==> src/rtl/fcb_baud_arbiter.sv <==
// Round-robin sequencer that shares one baud generator between two serial requesters.
// Define FCB_BAUD_ARB_WDOG_EN to add the missing-strobe watchdog and the ERR state.
module fcb_baud_arbiter #(
    parameter int NUM_BITS_W = 8
) (
    input  logic                  Bus_Clk_i,
    input  logic                  RST_i,
    input  logic [1:0]            Req_i,
    input  logic [15:0]           Req0_Divisor_i,
    input  logic [15:0]           Req1_Divisor_i,
    input  logic [NUM_BITS_W-1:0] Req0_Bits_i,
    input  logic [NUM_BITS_W-1:0] Req1_Bits_i,
    input  logic                  Baud_rate_fe_i,
    output logic [15:0]           Divisor_o,
    output logic                  Clear_Br_Cnt_o,
    output logic [1:0]            Gnt_o,
    output logic [1:0]            Done_o,
    output logic [1:0]            Err_o,
    output logic                  Busy_o,
    output logic                  Bit_Tick_o,
    output logic [NUM_BITS_W-1:0] Bit_Cnt_o
);
    localparam logic [NUM_BITS_W-1:0] CNT_ONE = NUM_BITS_W'(1);

    typedef enum logic [2:0] {
        ST_IDLE,
        ST_LOAD,
        ST_RUN,
        ST_DONE
`ifdef FCB_BAUD_ARB_WDOG_EN
        , ST_ERR
`endif
    } state_t;

    state_t                state_q, state_d;
    logic                  gnt_idx_q;  // requester owning the current grant
    logic                  last_q;     // requester granted most recently
    logic [NUM_BITS_W-1:0] bits_q;
    logic                  win;
    logic [15:0]           win_div;
    logic [NUM_BITS_W-1:0] win_bits;
    logic                  req_held;
    logic                  fe_last;

    function automatic logic [1:0] one_hot(input logic idx);
        return idx ? 2'b10 : 2'b01;
    endfunction

    // Req1 wins alone, or on a tie when req0 held the previous grant.
    assign win      = Req_i[1] & (~Req_i[0] | ~last_q);
    assign win_div  = win ? Req1_Divisor_i : Req0_Divisor_i;
    assign win_bits = win ? Req1_Bits_i : Req0_Bits_i;
    assign req_held = Req_i[gnt_idx_q];
    assign fe_last  = Baud_rate_fe_i && (Bit_Cnt_o == bits_q - CNT_ONE);

    assign Bit_Tick_o = Baud_rate_fe_i && (state_q == ST_RUN);

`ifdef FCB_BAUD_ARB_WDOG_EN
    logic [17:0] wdog_q;
    logic [17:0] wdog_limit;
    logic        wdog_hit;

    assign wdog_limit = {1'b0, Divisor_o, 1'b0} + 18'd4;
    assign wdog_hit   = (wdog_q == wdog_limit);

    // Held at zero outside RUN, which also gives the clear on RUN entry.
    always_ff @(posedge Bus_Clk_i or posedge RST_i) begin
        if (RST_i) begin
            wdog_q <= '0;
            Err_o  <= 2'b00;
        end else begin
            wdog_q <= (state_q != ST_RUN || Baud_rate_fe_i) ? 18'd0 : wdog_q + 18'd1;
            Err_o  <= (state_d == ST_ERR) ? one_hot(gnt_idx_q) : 2'b00;
        end
    end
`else
    assign Err_o = 2'b00;
`endif

    // NOTE: next state gets its default before the case so no path infers a latch.
    always_comb begin
        state_d = state_q;
        case (state_q)
            ST_IDLE: if (Req_i != 2'b00) state_d = ST_LOAD;
            ST_LOAD: begin
                if (!req_held)            state_d = ST_IDLE;
                else if (bits_q == '0)    state_d = ST_DONE;
                else                      state_d = ST_RUN;
            end
            ST_RUN: begin
                if (fe_last)              state_d = ST_DONE;
                else if (!req_held)       state_d = ST_IDLE;
`ifdef FCB_BAUD_ARB_WDOG_EN
                else if (wdog_hit && !Baud_rate_fe_i) state_d = ST_ERR;
`endif
            end
            default:                      state_d = ST_IDLE;
        endcase
    end

    // NOTE: registers use non-blocking assignments so each one samples pre-edge values.
    always_ff @(posedge Bus_Clk_i or posedge RST_i) begin
        if (RST_i) begin
            state_q        <= ST_IDLE;
            gnt_idx_q      <= 1'b0;
            last_q         <= 1'b1;
            bits_q         <= '0;
            Divisor_o      <= 16'h0001;
            Clear_Br_Cnt_o <= 1'b1;
            Gnt_o          <= 2'b00;
            Done_o         <= 2'b00;
            Busy_o         <= 1'b0;
            Bit_Cnt_o      <= '0;
        end else begin
            state_q        <= state_d;
            Clear_Br_Cnt_o <= (state_d != ST_RUN);
            Busy_o         <= (state_d != ST_IDLE);
            Done_o         <= (state_d == ST_DONE) ? one_hot(gnt_idx_q) : 2'b00;
            if (state_d == ST_LOAD) begin
                gnt_idx_q <= win;
                last_q    <= win;
                Divisor_o <= (win_div == 16'd0) ? 16'd1 : win_div;
                bits_q    <= win_bits;
                Bit_Cnt_o <= '0;
                Gnt_o     <= one_hot(win);
            end else begin
                Gnt_o <= (state_d == ST_IDLE) ? 2'b00 : one_hot(gnt_idx_q);
                if (state_q == ST_RUN && Baud_rate_fe_i) Bit_Cnt_o <= Bit_Cnt_o + CNT_ONE;
            end
        end
    end

endmodule

==> config.mk <==
export PLATFORM = sky130hd
export DESIGN_NAME = fcb_baud_arbiter
export DESIGN_NICKNAME = d
export VERILOG_FILES = /design/src/rtl/fcb_baud_arbiter.sv
export SDC_FILE = /design/constraint.sdc
export NUM_CORES = 1
export LEC_CHECK = 0
export CAP_MARGIN = 30
export CORE_MARGIN = 5
export CORE_UTILIZATION = 44
export DETAILED_ROUTE_END_ITERATION = 12
export PLACE_DENSITY = 0.87
export SLEW_MARGIN = 20
export SYNTH_ARGS = -nofsm -noshare
export SYNTH_HDL_FRONTEND = slang
export SYNTH_SLANG_ARGS = --single-unit
==> constraint.sdc <==
create_clock -name Bus_Clk_i -period 2.15 [get_ports Bus_Clk_i]
set_input_delay 0.5375 -clock Bus_Clk_i [delete_from_list [all_inputs] [get_ports Bus_Clk_i]]
set_output_delay 0.5375 -clock Bus_Clk_i [all_outputs]
set_load 0.05 [all_outputs]
==> flow_summary.toml <==
[clock_tree]
clk_pin_slew_ns = 0.08
cts_max_path_buffers = 2
cts_buffers = 5
cts-hold-fix-buffers = 0
cts-root-buf = "clkbuf_8"
cts.sinks = 43
htreeDepth = 2
cts_tree = "yes"
clk-insertion-delay-late_ns = 0.30

[floorplan]
dieArea_um2 = 6740
rows = 26
die_height_um = 82.10
io_pins = 86
core_um2 = 5075
die_w_um = 82.10
start_util = 0.4507

[detailed_routing]
top_layer = "met4"
drc = 0
routed-wl-met3_um = 613
drtIter0Drc = 154
vias = 2055
drt-total-wl_mm = 5.740
vias_per_cell = 5.176
wl_per_cell_um = 14.46
first_pass_iters = 4
wl_met2_mm = 2.766
drt-met1-wl_mm = 2.314
ant_nets = 0

[pwr]
p_int_mw = 1.642
p_leak_nw = 1.494
p_per_area_nw_per_um2 = 801.5
peakVddDrop_mv = 0.3999
power_switching_mw = 1.069
p_sw_frac = 0.3943
power_frac_comb = 0.415
clock_power_share = 0.192
seqPwrFrac = 0.393

[finish]
multi_input_area_um2 = 1155
nNetsFinal = 381
diodes = 0
drive_above_1_share = 0.1223
n_fill_cell = 430
syn2layout_area_growth_pct = 47.87
fin_cells = 397
seq_area_um2 = 1080

[job]
drv_cap = 0

[global_routing]
grtUsageTotal = 0.1833
antenna_found_initial = 0
grt_start_max_net_pins = 44
grt_pass1_wl_mm = 9.411
first_global_vias = 2093
gr-total-overflow = 0

[timing]
min_period_ns = 2.110
setup_violations = 0
worst_pin_slew_ns = 0.5290
hold_viol = 0
rsz0062_at_grt = "no"
drv_slew = 0
clock_skew_ns = 0.004692
setup_tns_ns = 0
hold_slack_ns = 0.4847
maxSlewHeadroom = 0.6462
fin_crit_sh = 0.9812
max_clock_freq_mhz = 474.0

[synthesis]
synth_cells = 233
syn_area_um2 = 2287
yosys_warnings = 0
async_flop_share = 1.000
ys.flop_type = "dfrtp_1"
syn_area_per_cell_um2 = 9.816
ys_seq_elements = 43
seq_area_frac_synth = 0.4721
synth.distinct_cells = 45
synth_edf_count = 0

[setup_path]
crit_type = "flop to output pin"
path_max_fanout = 3
required_ns = 1.61
worstPathArrival_ns = 1.57
cp-start-kind = "flop"
r2r_cells = 7
critical_path.max_stage_delay_ns = 0.84
crit_buf_inv = 1
critPathTopFamily = "buffers and inverters"
path_depth = 1
r2r_slack_ns = 0.16
slowest_stage = "clkdlybuf4s50_1"
cp_cell_sequence = "clkdlybuf4s50_1"
end_kind = "output pin"

[worst_hold_path]
hold_depth = 2
hold_class = "flop to flop"

[placement]
place.gp.congestion = 0.8097
dpl.hpwl_mm = 4.593
dpl.cell_count = 389
port_buffers = 83

[run_status]
outcome = "finished clean"
[cells in the final DEF, fill, tap and decap left out, drive strengths merged, types with 2 or more instances in the layout]
cell type and count:
a211oi 2, ha 2, nand3 3, or3 4, xor2 7, nor3 5, buf 23, a21oi 3
o21ai 25, mux2i 25, nor2 13, and3 2, nand4 6, clkdlybuf4s50 74, nor4 9, conb 3
a21o 3, clkbuf 5, nand2b 2, xnor2 9, dfrtp 40, inv 4, nand2 31, dfstp 3
a41oi 2, or4 4, clkinv 2
[final timing paths]
kind | from | endpoint
max | Bit_Cnt_o[7] | Bit_Cnt_o[7]
min | Divisor_o[2] | Divisor_o[2]
max reg2reg | bits_q[0] | Clear_Br_Cnt_o
min reg2reg | Divisor_o[2] | Divisor_o[2]
max in group asynchronous | RST_i | Clear_Br_Cnt_o
min in group asynchronous | RST_i | Divisor_o[6]
[cells in the mapped netlist, types with 3 or more instances]
cell / instances / area (um^2)
a21o_1: 3 / 22.52
a21oi_1: 3 / 15.01
clkbuf_1: 8 / 30.03
dfrtp_1: 40 / 1001
dfstp_2: 3 / 78.83
inv_1: 4 / 15.01
mux2i_1: 25 / 250.2
nand2_1: 31 / 116.4
nand3_1: 3 / 15.01
nand4_1: 6 / 37.54
nor2_1: 13 / 48.80
nor3_1: 5 / 25.02
nor4_1: 8 / 50.05
o21ai_0: 12 / 60.06
o21ai_1: 13 / 65.06
or3_1: 3 / 18.77
or4_1: 3 / 22.52
xnor2_1: 9 / 78.83
xor2_1: 7 / 61.31
[routing by layer]
metal	up-vias	global-route usage
met5	-	0
met4	0	0.05648
met3	6	0.08243
met2	87	0.3061
met1	943	0.2105
li1	1019	-
[flip-flops by register name, summed over array words and instances, names as in the netlist]
register and cells:
last_q 1, Bit_Cnt_o 8, gnt_idx_q 1, Clear_Br_Cnt_o 1, Done_o 2, state_q 3, bits_q 8, Divisor_o 16
Gnt_o 2, Busy_o 1
[stage by stage]
stage	total power, mW	instance area, um^2	worst slack [ns]	util
2_1_floorplan	1.779	2295	0.1457	-
3_3_place_gp	2.180	3279	-0.02518	0.6462
6_report	2.711	3382	0.04033	0.6664
5_1_grt	2.874	3382	0.01029	0.6664
4_1_cts	2.739	3379	0.02288	0.6659
3_5_place_dp	2.208	3279	-0.06804	0.6462
[final cells by class]
type	instances	share of cell area
Multi-Input combinational cell	174	0.3415
Sequential cell	43	0.3193
Timing Repair Buffer	98	0.2812
Tap cell	70	0.02590
Clock buffer	5	0.02035
Clock inverter	3	0.007399
Inverter	4	0.004440
[power groups by stage]
stage / clock, mW / sequential [mW] / combinational (mW)
floorplan: 0 / 1.36 / 0.419
global placement: 0 / 1.07 / 1.11
detailed placement: 0 / 1.08 / 1.13
CTS: 0.541 / 1.06 / 1.13
global route: 0.576 / 1.09 / 1.21
finish: 0.521 / 1.06 / 1.13
[repair_timing]
| item | in CTS | in global routing |
|---|---|---|
| resized for setup | 1 | 1 |
| setup endpoints to repair | 1 | 1 |
| buffers inserted | 1 | 0 |
[cell families (layout without fill, tap and decap cells)]
group                      Yosys count  count (layout)  synth area share
xor gates and xnor gates            16              16           0.06127
buffers and inverters               18             110           0.03391
DFF                                 43              43            0.4721
adders and majority gates            2               2           0.01094
other                                1               3          0.001640
and+or+nand+nor                     83              83            0.1854
muxes                               25              25            0.1094
AOI/OAI and AO/OA                   45              45            0.1253
Note: power is estimated with default switching activity, not from simulation.
